--- src/rtl/vppm_tx.sv ---
// vppm_tx -- VPPM transmitter.
// Serialises NBITS-wide words into a variable-pulse-position-modulated line.
// Frame from idle: PREAMBLE_LEN '0' symbols, one '1' sync symbol, then the
// data bits MSB first. A word accepted in the last cycle of the LSB symbol
// follows immediately with sync + data and no preamble.
// Symbol waveform for symbol-relative cycle k:
//   '0' : high while k <  HIGH_CYCLES
//   '1' : high while k >= SYMBOL_CYCLES-HIGH_CYCLES
// Ports:
//   clk       : clock
//   rst       : synchronous active-high reset
//   dataIn    : word to transmit, captured on dataValid && dataReady
//   dataValid : dataIn holds a valid word
//   dataReady : block accepts a word this cycle (registered)
//   vppmOut   : modulated line output (registered)
//   txActive  : high while a frame is on the line (registered)
module vppm_tx #(
  parameter int NBITS         = 12,
  parameter int SYMBOL_CYCLES = 40,
  parameter int HIGH_CYCLES   = 20,
  parameter int PREAMBLE_LEN  = 8
) (
  input  logic             clk,
  input  logic             rst,
  input  logic [NBITS-1:0] dataIn,
  input  logic             dataValid,
  output logic             dataReady,
  output logic             vppmOut,
  output logic             txActive
);

  localparam int KW = (SYMBOL_CYCLES > 1) ? $clog2(SYMBOL_CYCLES) : 1;
  localparam int PW = $clog2(PREAMBLE_LEN + 1);
  localparam int BW = (NBITS > 1) ? $clog2(NBITS) : 1;

  localparam logic [KW-1:0] K_LAST      = KW'(SYMBOL_CYCLES - 1);
  localparam logic [KW-1:0] K_HIGH      = KW'(HIGH_CYCLES);
  localparam logic [KW-1:0] K_ONE_START = KW'(SYMBOL_CYCLES - HIGH_CYCLES);
  localparam logic [PW-1:0] P_LAST      = PW'(PREAMBLE_LEN - 1);
  localparam logic [BW-1:0] B_MSB       = BW'(NBITS - 1);

  typedef enum logic [1:0] {IDLE, PREAMBLE, SYNC, DATA} state_t;

  state_t           state_reg, state_next;
  logic [KW-1:0]    k_reg, k_next;
  logic [PW-1:0]    pre_reg, pre_next;
  logic [BW-1:0]    bit_reg, bit_next;
  logic [NBITS-1:0] shift_reg, shift_next;
  logic             ready_reg, ready_next;
  logic             vppm_reg, vppm_next;
  logic             active_reg, active_next;
  logic             transfer;
  logic             sym_end;
  logic             sym_bit;

  always_comb begin
    transfer   = dataValid && ready_reg;
    sym_end    = (k_reg == K_LAST);
    state_next = state_reg;
    k_next     = k_reg;
    pre_next   = pre_reg;
    bit_next   = bit_reg;
    shift_next = shift_reg;
    sym_bit    = 1'b0;

    if (state_reg != IDLE) begin
      k_next = sym_end ? '0 : k_reg + KW'(1);
    end

    case (state_reg)
      IDLE: begin
        if (transfer) begin
          state_next = PREAMBLE;
          k_next     = '0;
          pre_next   = '0;
          shift_next = dataIn;
        end
      end
      PREAMBLE: begin
        if (sym_end) begin
          if (pre_reg == P_LAST) begin
            state_next = SYNC;
          end else begin
            pre_next = pre_reg + PW'(1);
          end
        end
      end
      SYNC: begin
        if (sym_end) begin
          state_next = DATA;
          bit_next   = B_MSB;
        end
      end
      DATA: begin
        if (sym_end) begin
          if (bit_reg == '0) begin
            // A word taken in the final LSB cycle chains straight into sync.
            if (transfer) begin
              state_next = SYNC;
              shift_next = dataIn;
            end else begin
              state_next = IDLE;
            end
          end else begin
            bit_next   = bit_reg - BW'(1);
            shift_next = shift_reg << 1;
          end
        end
      end
      default: state_next = IDLE;
    endcase

    // Outputs are computed from the next state so they can be registered
    // and still line up with the symbol the line is carrying.
    case (state_next)
      SYNC:    sym_bit = 1'b1;
      DATA:    sym_bit = shift_next[NBITS-1];
      default: sym_bit = 1'b0;
    endcase

    if (state_next == IDLE) begin
      vppm_next = 1'b0;
    end else if (sym_bit) begin
      vppm_next = (k_next >= K_ONE_START);
    end else begin
      vppm_next = (k_next < K_HIGH);
    end
    active_next = (state_next != IDLE);
    ready_next  = (state_next == IDLE) ||
                  ((state_next == DATA) && (bit_next == '0) && (k_next == K_LAST));
  end

  always_ff @(posedge clk) begin
    if (rst) begin
      state_reg  <= IDLE;
      k_reg      <= '0;
      pre_reg    <= '0;
      bit_reg    <= '0;
      shift_reg  <= '0;
      ready_reg  <= 1'b0;
      vppm_reg   <= 1'b0;
      active_reg <= 1'b0;
    end else begin
      state_reg  <= state_next;
      k_reg      <= k_next;
      pre_reg    <= pre_next;
      bit_reg    <= bit_next;
      shift_reg  <= shift_next;
      ready_reg  <= ready_next;
      vppm_reg   <= vppm_next;
      active_reg <= active_next;
    end
  end

  assign dataReady = ready_reg;
  assign vppmOut   = vppm_reg;
  assign txActive  = active_reg;

endmodule

--- config.mk ---
export PLATFORM = sky130hd
export DESIGN_NAME = vppm_tx
export DESIGN_NICKNAME = d
export VERILOG_FILES = /design/src/rtl/vppm_tx.sv
export SDC_FILE = /design/constraint.sdc
export NUM_CORES = 1
export LEC_CHECK = 0
export CAP_MARGIN = 25
export CORE_ASPECT_RATIO = 1.4
export CORE_UTILIZATION = 39
export CTS_BUF_LIST = sky130_fd_sc_hd__clkbuf_4 sky130_fd_sc_hd__clkbuf_8
export DETAILED_ROUTE_END_ITERATION = 10
export DONT_BUFFER_PORTS = 1
export PLACE_DENSITY = 0.56
export SETUP_SLACK_MARGIN = 0.1
export SLEW_MARGIN = 20
export SYNTH_ARGS = -nofsm -noshare
export SYNTH_HDL_FRONTEND = slang
export SYNTH_SLANG_ARGS = --single-unit
--- constraint.sdc ---
create_clock -name clk -period 2.5 [get_ports clk]
set_input_delay 0.75 -clock clk [delete_from_list [all_inputs] [get_ports clk]]
set_output_delay 0.75 -clock clk [all_outputs]
set_load 0.01 [all_outputs]
==> impl_metrics.yaml, run 1 <==
routing:
  first_pass_iters: 4
  drt_iter0_markers: 65
  wl_mm: 4.45
  drc: 0
  post_drt_wl_per_cell_um: 15.3
  detail_route.vias_per_cell: 5.58
  via_count: 1618
  drtAntennaViolNets: 0
pwr:
  switching_share_pct: 29.3
  p_switching_uw: 328
  power_density_nw_per_um2: 537
  internal_power_uw: 793
  p_seq_share_pct: 48.7
  finalPower_uw: 1120
  p_comb_share_pct: 16.9
  p_leak_uw: 0.000787
  pwr-share-clk_pct: 34.4
  irDropWorstVdd_v: 0.000330
hold_path:
  hold_path.class: "register to register"
synth:
  synth_top_area_share_pct: 32.7
  synth-async-reset-ratio_pct: 0
  syn-cell-area_um2: 1900
  ys_warn_count: 0
  synthesis.nets: 247
  ys_seq_elements: 31
  synth.distinct_cells: 55
  syn_area_per_cell_um2: 8.43
  synth_ff_type: "dfxtp_1"
  synth_edf_count: 0
  synth_top_cell_by_area: "dfxtp_1"
  seq_area_frac_synth_pct: 32.7
  syn_inst: 225
  synth_area_leaders: "dfxtp_1, mux2i_1, nor2_1"
sta:
  timing.fmax_mhz: 460
  hold_violations: 0
  worstMarginPinSlew_ns: 0.546
  min_period_ns: 2.17
  clock_skew_ns: 0.00573
  setup-violations-final: 0
  report.final.slew_viol_count: 0
  period_share_pct: 87.0
  relSlewSlack_pct: 63.5
  rsz0062_at_grt: "no"
  final.setup.tns_ns: 0
status:
  outcome: "completed"
clock_tree:
  holdBufCountCts: 0
  cts_sinks: 31
  cts_tree: "yes"
  worst_skew_pair.late_latency_ns: 0.29
  cts.path.max_buffers: 2
  cts.clk_slew.worst_paths_ns: 0.07
  cts_max_level: 2
  cts_root_buffer: "clkbuf_8"
  numCtsBuffers: 5
place:
  dp_hpwl_mm: 3.24
  place.gp.congestion: 0.841
  io_buffers: 0
grt:
  antenna_found_initial: 0
  grt_max_degree: 32
  overflow: 0
  first_global_vias: 1674
  grt_pass1_wl_mm: 7.62
  grt_use_total_pct: 19.5
die:
  dieArea_um2: 5150
  die_w_um: 60.9
  rows: 29
  ioPinCount: 18
  fp.coreArea_um2: 4610
  initial_core_util_pct: 41.2
  die_h_um: 84.5
cells_and_area:
  largest_register_ffs: 12
  fill_cells: 494
  areaGrowthSynthToFinish_pct: 10.0
  multiInputGateArea_um2: 1210
  n_antenna_cell: 0
  fin_nets: 249
  layout-drive-gt1-share_pct: 13.2
  seq_area_um2: 621
worst_setup_path:
  cp-end-kind: "register"
  crit_type: "register to register"
  crit_fanout: 18
  cp_data_arrival_time_ns: 2.35
  crit_path_start_kind: "register"
  worstPathRequired_ns: 2.68
job:
  drv_cap: 0
## path summary, 6_finish.rpt
kind | start | endpoint | slack, ns | cells past startpoint
setup reg to reg | state_reg[1]$_SDFF_PP0_ | vppmOut$_SDFF_PP0_ | 0.33 | 9
hold reg to reg | pre_reg[1]$_SDFFE_PP0P_ | pre_reg[1]$_SDFFE_PP0P_ | 0.49 | 2
setup / recovery | state_reg[1]$_SDFF_PP0_ | vppmOut$_SDFF_PP0_ | 0.33 | 9
hold / removal | pre_reg[1]$_SDFFE_PP0P_ | pre_reg[1]$_SDFFE_PP0P_ | 0.49 | 2
## routing by layer
layer  vias up  GRT usage [%]  part of all wire, %
li1        822              -                    -
met1       766           23.3                   46
met2        22           32.4                   49
met3         8           5.24                  3.0
met4         0           7.23                  1.8
met5         -              0                    0
## power groups by stage
stage,Clock (uW),Sequential [uW],Combinational [uW]
floorplan,0,550,151
global placement,0,557,186
detailed placement,0,557,188
CTS,399,546,190
global route,424,549,211
finish,386,546,189
## cell usage after synthesis, drive strengths merged (2+ instances only)
cell type / number
a211oi: 4
a21boi: 2
a21oi: 5
a22o: 2
a22oi: 12
a31oi: 3
a32o: 2
a32oi: 3
and4b: 2
buf: 9
clkbuf: 4
dfxtp: 31
ha: 7
inv: 7
mux2i: 11
nand2: 19
nand2b: 7
nand3: 3
nand3b: 2
nand4: 4
nand4b: 3
nor2: 30
nor2b: 4
nor3: 4
nor4b: 2
o21ai: 19
o2bb2ai: 2
o31ai: 2
or3: 2
xnor2: 3
xor2: 3
## repair_timing
item	CTS	global route
hold endpoints to repair	0	0
gates resized for setup	0	4
setup buffers	0	0
endpoints found under the setup margin	0	8
## metrics by stage
stage | cells | util, % | setup slack [ns] | instance area (um^2) | hold WS (ns)
6_report | 290 | 45.3 | 0.325 | 2090 | 0.488
5_1_grt | 290 | 45.3 | 0.155 | 2090 | 0.508
4_1_cts | 290 | 44.8 | 0.241 | 2060 | 0.493
3_5_place_dp | 282 | 43.0 | 0.251 | 1980 | 0.484
3_3_place_gp | 282 | 43.0 | 0.278 | 1980 | 0.471
2_1_floorplan | 225 | - | 0.483 | 1900 | 0.460
## cells in the final DEF, fill, tap and decap left out, types with 3 or more instances in the layout
cell type / instances
xnor2_1: 3
a21oi_1: 5
nand4_1: 4
nand2_1: 19
xor2_1: 3
o21ai_1: 8
clkbuf_8: 5
nand2b_1: 6
mux2i_1: 11
nand3_1: 3
dfxtp_1: 31
nor3_1: 3
nor2b_1: 4
nor2_1: 29
buf_4: 7
ha_1: 7
clkinv_2: 3
inv_1: 7
a22oi_1: 12
a211oi_1: 3
o21ai_0: 11
## cells by family after synthesis
group	after synthesis	share of synthesized area [%]
buf+inv	20	4.88
xor+xnor	6	2.77
fa+ha+maj	7	4.62
flops	31	32.7
compound gates	63	24.4
mux	12	6.40
simple gates	86	24.2
## area by class of cell
type                            count  share of cell area, %
Multi-Input combinational cell    174                   57.8
Sequential cell                    31                   29.7
Tap cell                           62                   3.72
Timing Repair Buffer                8                   3.48
Clock buffer                        5                   3.30
Inverter                            7                   1.26
Clock inverter                      3                  0.719
## worst max-delay path: stages, from the launching register on
cell,delay (ns)
dfxtp_1,0.38
inv_1,0.10
ha_1,0.20
buf_12,0.16
a21boi_2,0.29
a21o_1,0.15
o21ai_0,0.08
a32oi_2,0.35
nand2b_1,0.09
a32o_1,0.24
No activity file was read; power rests on OpenSTA's default activity.
==> run 2, diff against run 1 <==
--- a/config.mk
+++ b/config.mk
@@ -7,11 +7,12 @@
 export LEC_CHECK = 0
 export CAP_MARGIN = 25
 export CORE_ASPECT_RATIO = 1.4
-export CORE_UTILIZATION = 39
+export CORE_UTILIZATION = 51
 export CTS_BUF_LIST = sky130_fd_sc_hd__clkbuf_4 sky130_fd_sc_hd__clkbuf_8
 export DETAILED_ROUTE_END_ITERATION = 10
 export DONT_BUFFER_PORTS = 1
-export PLACE_DENSITY = 0.56
+export GPL_TIMING_DRIVEN = 0
+export PLACE_DENSITY = 0.69
 export SETUP_SLACK_MARGIN = 0.1
 export SLEW_MARGIN = 20
 export SYNTH_ARGS = -nofsm -noshare
==> run 2 against run 1 <==
  * Worst hold slack better by 0.0023 ns
  * First-iteration DRC count down 34%
  * Worst setup slack worse by 0.038 ns
  * Power up 4.7%
  * Global-route usage up 4.3 points
  * Utilization up 14 points
  * Combinational power about the same
  * Cell area down 1.7%
  * Routed wire length down 5.0%
  * Largest power group unchanged
  * Highest routed layer unchanged
==> impl_metrics.yaml, run 2 (same netlist as run 1, synthesis figures left out) <==
worst_setup_path:
  worstReg2RegEnd: "vppmOut$_SDFF_PP0_"
  ff2ff_path_depth: 9
  crit_type: "register to register"
  crit_fanout: 9
  cp_data_arrival_time_ns: 2.39
  r2r-start: "state_reg[1]$_SDFF_PP0_"
  cp-end-kind: "register"
  startpoint: "state_reg[1]$_SDFF_PP0_"
  crit_path_start_kind: "register"
  r2r_setup_slack_ns: 0.29
  worstPathRequired_ns: 2.68
  crit_end: "vppmOut$_SDFF_PP0_"
pwr:
  switching_share_pct: 28.0
  p_switching_uw: 329
  finalPower_uw: 1170
  p_leak_uw: 0.000786
  pwr-share-clk_pct: 37.6
  p_comb_share_pct: 15.9
  internal_power_uw: 845
  p_seq_share_pct: 46.4
  irDropWorstVdd_v: 0.000491
  power_density_nw_per_um2: 572
sta:
  timing.fmax_mhz: 452
  min_period_ns: 2.21
  report.final.slew_viol_count: 0
  hold_violations: 0
  clock_skew_ns: 0.00585
  period_share_pct: 88.5
  relSlewSlack_pct: 55.1
  worstMarginPinSlew_ns: 0.673
  rsz0062_at_grt: "no"
  final.setup.tns_ns: 0
  setup-violations-final: 0
cells_and_area:
  areaGrowthSynthToFinish_pct: 8.18
  layout-drive-gt1-share_pct: 11.6
  final_cell_mix: "dfxtp_1, nor2_1, nand2_1, a22oi_1"
  fin_nets: 254
  n_antenna_cell: 0
  largest_register_ffs: 12
  final_common_cell: "dfxtp_1"
routing:
  post_drt_wl_per_cell_um: 15.5
  drt_iter0_markers: 43
  drtAntennaViolNets: 0
  drc: 0
  via_count: 1659
  detail_route.vias_per_cell: 6.08
  wl_mm: 4.23
  first_pass_iters: 4
die:
  die_h_um: 74.2
  fp.coreArea_um2: 3470
  dieArea_um2: 3970
  die_w_um: 53.5
  rows: 25
  initial_core_util_pct: 54.6
  ioPinCount: 18
grt:
  grt_pass1_wl_mm: 6.85
  first_global_vias: 1531
  grt_use_total_pct: 23.8
  overflow: 0
  antenna_found_initial: 0
  grt_max_degree: 11
clock_tree:
  cts_sinks: 31
  cts.path.max_buffers: 2
  cts.clk_slew.worst_paths_ns: 0.07
  numCtsBuffers: 5
  cts_tree: "yes"
  cts_max_level: 2
  worst_skew_pair.late_latency_ns: 0.28
  cts_root_buffer: "clkbuf_8"
place:
  place.gp.congestion: 0.910
  dp_hpwl_mm: 3.20
  io_buffers: 0
job:
  drv_cap: 0
hold_path:
  hold_path.class: "register to register"
status:
  outcome: "completed"
## run 2: cell type report
cell class | instances | area (um^2)
inverters | 7 | 26.3
multi-input cells | 174 | 1180
well taps | 40 | 50.0
clock inverters | 1 | 7.51
flip-flops and latches | 31 | 621
clock buffers | 7 | 96.3
fillers | 346 | 1420
plain buffers | 13 | 67.6
## run 2: per-layer routing
layer	routed length, um	global-route usage, %
met2	2100	40.7
met3	167	6.13
met1	1820	26.5
met5	0	0
met4	140	12.3
## run 2: worst min path at each step
stage | from | endpoint | slack, ns | cells past startpoint
2_1_floorplan | shift_reg[0]$_SDFFE_PP0P_ | shift_reg[0]$_SDFFE_PP0P_ | 0.46 | 2
3_3_place_gp | k_reg[1]$_SDFF_PP0_ | k_reg[1]$_SDFF_PP0_ | 0.47 | 2
3_5_place_dp | pre_reg[1]$_SDFFE_PP0P_ | pre_reg[1]$_SDFFE_PP0P_ | 0.48 | 2
4_1_cts | pre_reg[1]$_SDFFE_PP0P_ | pre_reg[1]$_SDFFE_PP0P_ | 0.50 | 2
5_1_grt | pre_reg[1]$_SDFFE_PP0P_ | pre_reg[1]$_SDFFE_PP0P_ | 0.53 | 2
6_report | pre_reg[1]$_SDFFE_PP0P_ | pre_reg[1]$_SDFFE_PP0P_ | 0.49 | 2
## run 2: metrics by stage
step | util (%) | hold slack (ns) | cells | instance area (um^2) | worst slack [ns]
after CTS | 59.1 | 0.496 | 273 | 2050 | 0.198
after floorplan | - | 0.460 | 225 | 1900 | 0.483
final | 59.1 | 0.491 | 273 | 2050 | 0.287
after global routing | 59.1 | 0.527 | 273 | 2050 | 0.123
after global placement | 56.1 | 0.474 | 265 | 1950 | 0.192
after detailed placement | 56.1 | 0.482 | 265 | 1950 | 0.168
## run 2: power groups by stage
| stage | registers, uW | clock network [uW] | logic (uW) |
|---|---|---|---|
| finish | 545 | 442 | 187 |
| global route | 549 | 472 | 209 |
| CTS | 545 | 449 | 188 |
| detailed placement | 557 | 0 | 187 |
| global placement | 556 | 0 | 186 |
| floorplan | 550 | 0 | 151 |
## run 2: what timing repair did
item                       4_1_cts  5_1_grt
setup buffers                    0        0
hold buffers                     0        0
setup endpoints to repair        0        5
resized for setup                0        2
## run 2: critical path, cell delays in order (launching register included)
cell	delay [ns]
dfxtp_1	0.37
inv_1	0.10
ha_1	0.13
buf_2	0.21
a21boi_2	0.34
a21o_1	0.16
o21ai_0	0.09
a32oi_2	0.36
nand2b_1	0.10
a32o_1	0.24
